`config.mk`:
```
export PLATFORM = sky130hd
export DESIGN_NAME = vector_floating_point_sign_injection_sequencer
export DESIGN_NICKNAME = d
export VERILOG_FILES = /design/src/rtl/vector_floating_point_sign_injection_sequencer.sv
export SDC_FILE = /design/constraint.sdc
export NUM_CORES = 1
export LEC_CHECK = 0
export ABC_AREA = 1
export BUFFER_PORTS_ARGS = -buffer_cell sky130_fd_sc_hd__buf_2
export CAP_MARGIN = 40
export CORE_AREA = 2 2 403 405
export DETAILED_ROUTE_END_ITERATION = 8
export DIE_AREA = 0 0 405 407
export GPL_ROUTABILITY_DRIVEN = 0
export PLACE_DENSITY = 0.31
export SYNTH_ARGS = -nofsm -noshare
export SYNTH_HDL_FRONTEND = slang
export SYNTH_SLANG_ARGS = --single-unit
```
`constraint.sdc`:
```
create_clock -name clock -period 7.6 [get_ports clock]
set_clock_uncertainty 0.05 [all_clocks]
set_input_delay 0.76 -clock clock [delete_from_list [all_inputs] [get_ports clock]]
set_output_delay 0.76 -clock clock [all_outputs]
set_load 0.1 [all_outputs]
```
`src/rtl/vector_floating_point_sign_injection_sequencer.sv`:
```
// Sequences one vfsgnj/vfsgnjn/vfsgnjx instruction over an LMUL register group:
// reads vs2/vs1 from the VRF, drives the combinational sign-injection unit, writes vd back.
module vector_floating_point_sign_injection_sequencer #(
    parameter int VLEN     = 64,
    parameter int MAX_LMUL = 8,
    parameter int VL_WIDTH = 6
) (
    input  logic                     clock,
    input  logic                     reset,
    input  logic                     request_valid,
    output logic                     request_ready,
    input  logic [1:0]               request_operation,
    input  logic                     request_sew,
    input  logic [1:0]               request_lmul,
    input  logic [VL_WIDTH-1:0]      request_vl,
    input  logic                     request_vm,
    input  logic [4:0]               request_vs1_address,
    input  logic [4:0]               request_vs2_address,
    input  logic [4:0]               request_vd_address,
    input  logic                     request_scalar_form,
    input  logic [63:0]              request_scalar,
    input  logic [VLEN*MAX_LMUL-1:0] mask,
    output logic [4:0]               read_address_a,
    output logic [4:0]               read_address_b,
    input  logic [VLEN-1:0]          read_data_a,
    input  logic [VLEN-1:0]          read_data_b,
    output logic [3:0]               execution_vector,
    output logic [VLEN-1:0]          unit_vs2,
    output logic [VLEN-1:0]          unit_vs1,
    input  logic [VLEN-1:0]          unit_vd,
    output logic                     write_enable,
    output logic [4:0]               write_address,
    output logic [VLEN-1:0]          write_data,
    output logic [VLEN/8-1:0]        write_byte_enable,
    output logic                     done_valid,
    output logic                     done_illegal
);

    localparam int E32     = VLEN / 32;
    localparam int E64     = VLEN / 64;
    localparam int E32_LOG = $clog2(E32);
    localparam int E64_LOG = $clog2(E64);
    localparam int REG_W   = $clog2(MAX_LMUL);
    localparam int VW1     = VL_WIDTH + 1;
    localparam int MW      = $clog2(VLEN * MAX_LMUL);

    // Encoding understood by the sign-injection unit; all-zero means no operation.
    typedef struct packed {
        logic       active;
        logic [1:0] funct;
        logic       sew64;
    } execution_vector_t;

    localparam execution_vector_t vfsgnj_32  = '{active: 1'b1, funct: 2'b00, sew64: 1'b0};
    localparam execution_vector_t vfsgnj_64  = '{active: 1'b1, funct: 2'b00, sew64: 1'b1};
    localparam execution_vector_t vfsgnjn_32 = '{active: 1'b1, funct: 2'b01, sew64: 1'b0};
    localparam execution_vector_t vfsgnjn_64 = '{active: 1'b1, funct: 2'b01, sew64: 1'b1};
    localparam execution_vector_t vfsgnjx_32 = '{active: 1'b1, funct: 2'b10, sew64: 1'b0};
    localparam execution_vector_t vfsgnjx_64 = '{active: 1'b1, funct: 2'b10, sew64: 1'b1};

    typedef enum logic [2:0] {IDLE, CHECK, READ, EXECUTE, WRITE} state_e;

    state_e             state_q, state_d;
    logic [REG_W-1:0]   reg_q, reg_d;
    logic [1:0]         op_q;
    logic               sew_q;
    logic [1:0]         lmul_q;
    logic [VL_WIDTH-1:0] vl_q;
    logic               vm_q;
    logic [4:0]         vs1_q, vs2_q, vd_q;
    logic               scalar_form_q;
    logic [63:0]        scalar_q;
    logic [VLEN-1:0]    wdata_q;

    logic               accept;
    logic               out_en;
    logic [3:0]         group_regs;
    logic [4:0]         align_mask;
    logic               misaligned;
    logic [VW1-1:0]     vl_max;
    logic               illegal;
    logic               vl_zero;
    logic [VW1-1:0]     active_regs;
    logic               last_reg;
    execution_vector_t  ev_sel;
    logic [VLEN-1:0]    scalar_vec;
    logic [VLEN/8-1:0]  byte_enable;

    assign out_en = !reset;
    assign accept = (state_q == IDLE) && request_valid;

    // Group geometry and legality of the latched instruction.
    assign group_regs  = 4'd1 << lmul_q;
    assign align_mask  = 5'(group_regs) - 5'd1;
    assign misaligned  = (|(vs2_q & align_mask)) || (|(vd_q & align_mask)) ||
                         (!scalar_form_q && (|(vs1_q & align_mask)));
    assign vl_max      = sew_q ? (VW1'(E64) << lmul_q) : (VW1'(E32) << lmul_q);
    assign illegal     = (op_q == 2'b11) || misaligned || ({1'b0, vl_q} > vl_max);
    assign vl_zero     = (vl_q == '0);
    assign active_regs = sew_q ? (({1'b0, vl_q} + VW1'(E64 - 1)) >> E64_LOG)
                               : (({1'b0, vl_q} + VW1'(E32 - 1)) >> E32_LOG);
    assign last_reg    = (VW1'(reg_q) + VW1'(1)) >= active_regs;

    assign scalar_vec  = sew_q ? {E64{scalar_q}} : {E32{scalar_q[31:0]}};

    // Per 32-bit lane: the element it belongs to is active and not masked off.
    for (genvar k = 0; k < E32; k++) begin : g_lane
        logic [MW-1:0] g32, g64;
        logic          on32, on64;
        assign g32  = (MW'(reg_q) << E32_LOG) + MW'(k);
        assign g64  = (MW'(reg_q) << E64_LOG) + MW'(k / 2);
        assign on32 = (g32 < MW'(vl_q)) && (vm_q || mask[g32]);
        assign on64 = (g64 < MW'(vl_q)) && (vm_q || mask[g64]);
        assign byte_enable[k*4 +: 4] = {4{sew_q ? on64 : on32}};
    end

    // NOTE: every always_comb output gets a default first so no path leaves it unassigned (no latch).
    always_comb begin
        ev_sel = '0;
        case ({op_q, sew_q})
            3'b000:  ev_sel = vfsgnj_32;
            3'b001:  ev_sel = vfsgnj_64;
            3'b010:  ev_sel = vfsgnjn_32;
            3'b011:  ev_sel = vfsgnjn_64;
            3'b100:  ev_sel = vfsgnjx_32;
            3'b101:  ev_sel = vfsgnjx_64;
            default: ev_sel = '0;
        endcase
    end

    always_comb begin
        state_d = state_q;
        reg_d   = reg_q;
        case (state_q)
            IDLE:    if (request_valid) state_d = CHECK;
            CHECK: begin
                if (illegal || vl_zero) begin
                    state_d = IDLE;
                end else begin
                    state_d = READ;
                    reg_d   = '0;
                end
            end
            READ:    state_d = EXECUTE;
            EXECUTE: state_d = WRITE;
            WRITE: begin
                if (last_reg) begin
                    state_d = IDLE;
                end else begin
                    state_d = READ;
                    reg_d   = reg_q + REG_W'(1);
                end
            end
            default: state_d = IDLE;
        endcase
    end

    // NOTE: sequential state uses non-blocking assignments so every flop samples pre-edge values.
    always_ff @(posedge clock) begin
        if (reset) begin
            state_q <= IDLE;
            reg_q   <= '0;
        end else begin
            state_q <= state_d;
            reg_q   <= reg_d;
        end
    end

    // NOTE: request fields and write data carry no reset; every output they feed is gated by state.
    always_ff @(posedge clock) begin
        if (!reset && accept) begin
            op_q          <= request_operation;
            sew_q         <= request_sew;
            lmul_q        <= request_lmul;
            vl_q          <= request_vl;
            vm_q          <= request_vm;
            vs1_q         <= request_vs1_address;
            vs2_q         <= request_vs2_address;
            vd_q          <= request_vd_address;
            scalar_form_q <= request_scalar_form;
            scalar_q      <= request_scalar;
        end
        if (state_q == EXECUTE) begin
            wdata_q <= unit_vd;
        end
    end

    always_comb begin
        request_ready     = 1'b0;
        execution_vector  = '0;
        read_address_a    = '0;
        read_address_b    = '0;
        unit_vs2          = '0;
        unit_vs1          = '0;
        write_enable      = 1'b0;
        write_address     = '0;
        write_data        = '0;
        write_byte_enable = '0;
        done_valid        = 1'b0;
        done_illegal      = 1'b0;
        if (out_en) begin
            request_ready = (state_q == IDLE);
            if (state_q != IDLE) execution_vector = ev_sel;
            case (state_q)
                CHECK: begin
                    done_valid   = illegal || vl_zero;
                    done_illegal = illegal;
                end
                READ: begin
                    read_address_a = vs2_q + 5'(reg_q);
                    if (!scalar_form_q) read_address_b = vs1_q + 5'(reg_q);
                end
                EXECUTE: begin
                    unit_vs2 = read_data_a;
                    unit_vs1 = scalar_form_q ? scalar_vec : read_data_b;
                end
                WRITE: begin
                    write_enable      = 1'b1;
                    write_address     = vd_q + 5'(reg_q);
                    write_data        = wdata_q;
                    write_byte_enable = byte_enable;
                    done_valid        = last_reg;
                end
                default: ;
            endcase
        end
    end

endmodule

```
# Yosys cells after proc, flatten, opt, wreduce, memory -nomap -nowiden
# Cells that the tools add are included.
# classes
n_addsub	8
multipliers	0
n_div	0
n_lt_le_gt_ge	8
eq_ne	13
shifts	3
muxes	44
n_bitwise	3
n_reduce_logical	25
# ops
operator	count
$mux W64	8
$mux W5	7
$pmux W4 S6	1
$mux W8	2
$add A5 B3 Y5	3
$and A5 B5 Y5	3
$pmux W3 S5	1
$reduce_or A5 Y1	3
$eq A3 B2 Y1 const B	4
$mux W1	11
$lt A3 B10 Y1 const B	1
$lt A4 B10 Y1 const B	1
$lt A5 B10 Y1 const B	1
$bmux W1 S9	1
$eq A3 B3 Y1 const B	3
$mux W3	3
$logic_or A1 B1 Y1	8
$mux W4	2
$add A6 B1 Y7 const B	1
$gt A6 B7 Y1	1
$mux W7	1
$shl A1 B2 Y7 const A	1
$shl A2 B2 Y7 const A	1
$bmux W1 S3	2
other kinds (23)	34
# totals
ff_bits	162
latch_bits	0
mem_bits_rw	0
rom_bits	0
input_bits	799
output_inout_bits	223
wordCells	117
memories	0

# Longest topological paths before layout
# depth
ltp_word	11
mapped_depth	18
depth_no_buf	18

# Worst setup path before layout
# Ideal clock, no wire load.
# synth_path
kind	input port to flip-flop
startpoint	input reset
endpoint	register lmul_q[0] (enable)
setup_time_ps	655
arrival_time_ps	7240
required_time_ps	6895
setup_slack_ps	-346
path_stages	3
n_path_buf	0
path_cell_list	inv_1 -> nand2_1 -> nor3_1
# synth_between
elab_chain_cells	2
# synth_rtl
element	line	source
start: declaration	9	input logic reset,
$logic_not A1 Y1	171	if (!reset && accept) begin
$logic_and A1 B1 Y1	171	
end signal: assignment	174	lmul_q <= request_lmul;
end: declaration	67	logic [1:0] lmul_q;
# No other way between the ends.
# A chain may end at the register's enable or synchronous reset.

# Worst setup path in the final report
# layout_path
startpoint	register reg_q[0]
endpoint	output done_valid
# layout_between
elab_chain_cells	4
# layout_rtl
element	line	source
start: declaration	64	logic [REG_W-1:0] reg_q, reg_d;
start signal: assignment	165	reg_q <= reg_d;
$add A3 B1 Y4	102	assign last_reg = (VW1'(reg_q) + VW1'(1)) >= active_regs;
$ge A4 B6 Y1	102	
$pmux W1 S2	204	case (state_q)
$mux W1	201	if (out_en) begin
end: declaration	35	output logic done_valid,
# No other way between the ends.

==> impl_results.md <==
- Result of the run: completed
- Via count: 8458
- Placement-stage cell area: 14100 um^2
- Root buffer cell: clkbuf_16
- Fin. Hold Viols: 0
- Sequential share of the synthesized area: 0.539
- TritonCTS clock tree: yes
- Hold Path Origin: unit_vd[45]
- Post-route ant nets: 0
- # rows: 147
- Worst R2R Path Depth: 9
- Width of the die: 405 um
- Dpl ws: roughly 3.7 ns
- Critical path class: flip-flop to output pin
- H-tree Lvls: 4
- Clock Pin Slew Worst Setup and Hold Paths: approximately 0.1 ns
- Total core area: 160000 um^2
- Largest net degree at the start of global routing: 125
- Slew HR: 0.450
- GRT met2 Usage: 0.0740
- Hold Buf Count CTS: 0
- Nets: approximately 2300
- Count of input and output buffers: 525
- Die area: 165000 um^2
- CTS max path bufs: 2
- Reg2Reg Launch Point: reg_q[0]
- Vias per inst: 2.31
- Iter 0 DRT Violations: 374
- Finished Core Util: 0.0916
- Syn Nets: roughly 1800
- Critical path endpoint category: output pin
- Worst EP required: 6.79 ns
- Power, Total: about 2200 uW
- Clk sinks: 162
- Unrepaired setup endpoints after global routing: no
- Grt met1 use: 0.0694
- Max Clk Rate: about 240 MHz
- Worst R2R Setup Slack: 4.91 ns
- Cell depth of the worst hold path: 1
- Final Cell Area: 14700 um^2
- Ports: 1022
- Arrival @ worst endpoint: 3.31 ns
- Area growth syn-to-layout: 64.7%
- Fin crit period: 4.12 ns
- Syn. warnings: 0
- Seq cells post-synth: 162
- Peak VDD IR: ~0.18 mV
- Post CTS Setup Buffer Count: 0
- Final Worst Setup Slack: 3.48 ns
- First-pass GRT wire length: 62200 um
- Total wire length: ~46000 um
- Syn_area_per_cell: a little over 9 um^2
- Initial Util: 0.0556
- # setup viols final: 0
- Hold Path Sink: wdata_q[45]
- Lkg Pwr: 0.00629 uW
- Setup TNS: 0 ns
- WL/cell: 12.6 um
- Top Usage Layer GRT: met2
- Pwr/cell area: 147 nW/um^2
- Post-CTS sizing: 0
- Global Route Usage Sum: 0.0542
- Initial antenna violation count: 21
- Grt total ovfl: 0
- Netlist cell types: 34
- Critical path fanouts, max: 19
- Path type of the worst min-delay path: input port to flip-flop
- Clock buffer count from CTS: 17
- Post-synthesis cell area: 8910 um^2
- Pins Over Slew Limit: 0
- Worst-skew pair later-pin latency: 0.52 ns
- Met3 Usage GRT: 0.0318
- Cells after synthesis: 981
- DRC: 0
- DP HPWL: 37000 um
- Worst Setup Start Kind: flip-flop
- Final Cycle Share: 0.542
- Least-Margin Pin Slew: 0.825 ns
- Die Height: 407 um
- Fill count: 18800
- Layout cells sized above 1: 0.418
- Vias in the first global route: between 8000 and 9000
- MaxCap Viol Count: 0
- Length of the first detailed-routing pass in iterations: 4
- Reg2reg end: reg_q[0]
-- where the power goes --
part,switching (uW),internal [uW],total (uW)
sequential,11.3,1010,1020
combinational,130,82.8,213
clock,488,434,922
total,629,1520,2150
-- registers in the layout, indices dropped and copies added (netlist names), 2 cells and up --
register	flops
op_q	2
vs2_q	5
vd_q	5
scalar_q	64
vl_q	6
vs1_q	5
state_q	3
lmul_q	2
reg_q	3
wdata_q	64
-- per-stage QoR --
step | hold WS, ns | cells
6_report | 0.348 | 3663
5_1_grt | 0.288 | 3652
4_1_cts | 0.269 | 3652
3_5_place_dp | 0.512 | 3621
3_3_place_gp | 0.521 | 3618
2_1_floorplan | 0.479 | 981
-- worst max-delay path, cell delays in order, from the launching register on --
cell and delay, ns:
dfxtp_1 0.82, inv_1 0.45, nor3_1 0.38, ha_1 0.20, inv_1 0.04, nand2_1 0.05, nand2_1 0.10, o21ai_0 0.28
buf_2 0.49
-- cell usage after synthesis --
master | count | area (um^2)
a211oi_1 | 12 | 90.1
a211oi_2 | 20 | 250
a21o_1 | 1 | 7.51
a21oi_1 | 48 | 240
a22oi_1 | 1 | 7.51
a31oi_1 | 3 | 18.8
and2_1 | 1 | 6.26
buf_1 | 1 | 3.75
buf_2 | 21 | 105
buf_4 | 6 | 45.0
buf_6 | 6 | 67.6
clkbuf_1 | 25 | 93.8
dfxtp_1 | 6 | 120
edfxtp_1 | 156 | 4680
fa_1 | 3 | 60.1
ha_1 | 29 | 363
inv_1 | 146 | 548
inv_2 | 3 | 11.3
nand2_1 | 137 | 514
nand3_1 | 27 | 135
nand4_1 | 2 | 12.5
nor2_1 | 227 | 852
nor3_1 | 13 | 65.1
nor3_2 | 24 | 240
nor3_4 | 1 | 16.3
nor3b_1 | 1 | 7.51
o211ai_1 | 4 | 30.0
o21a_1 | 1 | 7.51
o21ai_0 | 46 | 230
o21ai_1 | 1 | 5.00
o22ai_1 | 1 | 6.26
or2_2 | 2 | 12.5
xnor2_1 | 2 | 17.5
xor2_1 | 4 | 35.0
-- layout make-up --
cell class / count / area [um^2] / share of cell area
Sequential cell: 162 / 4800 / 0.327
Tap cell: 2160 / 2700 / 0.184
Clock buffer: 17 / 425 / 0.0290
Multi-Input combinational cell: 611 / 3250 / 0.221
Clock inverter: 14 / 135 / 0.00921
Timing Repair Buffer: 539 / 2770 / 0.189
Antenna cell: 11 / 27.5 / 0.00188
Inverter: 149 / 559 / 0.0381
-- cells in the final DEF (no fill, tap or decap), types with 6 or more instances in the layout --
cell       count
inv_6          6
nor3_1        12
buf_2        525
nor3_2        24
o21ai_0       46
clkbuf_16     17
ha_1          29
edfxtp_1     156
a211oi_1      12
nor2_1       227
inv_1        145
a21oi_1       48
a211oi_2      20
dfxtp_1        6
nand2_1      136
nand3_1       27
buf_4         11
diode_2       11
-- cell families after synthesis --
group,share of synthesized area
adders and majority gates,0.0475
AOI/OAI and AO/OA,0.100
and+or+nand+nor,0.209
DFF,0.539
xor gates and xnor gates,0.00590
buffers and inverters,0.0982
-- worst max path at each step --
| stage | from | end | slack [ns] | cells after the start |
|---|---|---|---|---|
| floorplan | state_q[1] | unit_vs1[29] | 1.93 | 5 |
| global placement | reset | unit_vs1[29] | 3.40 | 6 |
| detailed placement | reset | unit_vs1[29] | 3.66 | 7 |
| CTS | reg_q[0] | done_valid | 3.22 | 8 |
| global route | reg_q[0] | done_valid | 3.13 | 8 |
| finish | reg_q[0] | done_valid | 3.48 | 8 |
-- layer usage --
metal,vias to the layer above,wire length (um)
li1,4214,-
met1,3787,20900
met2,387,18200
met3,48,6030
met4,22,703
met5,-,130
Power figures use the tool's default switching activity.
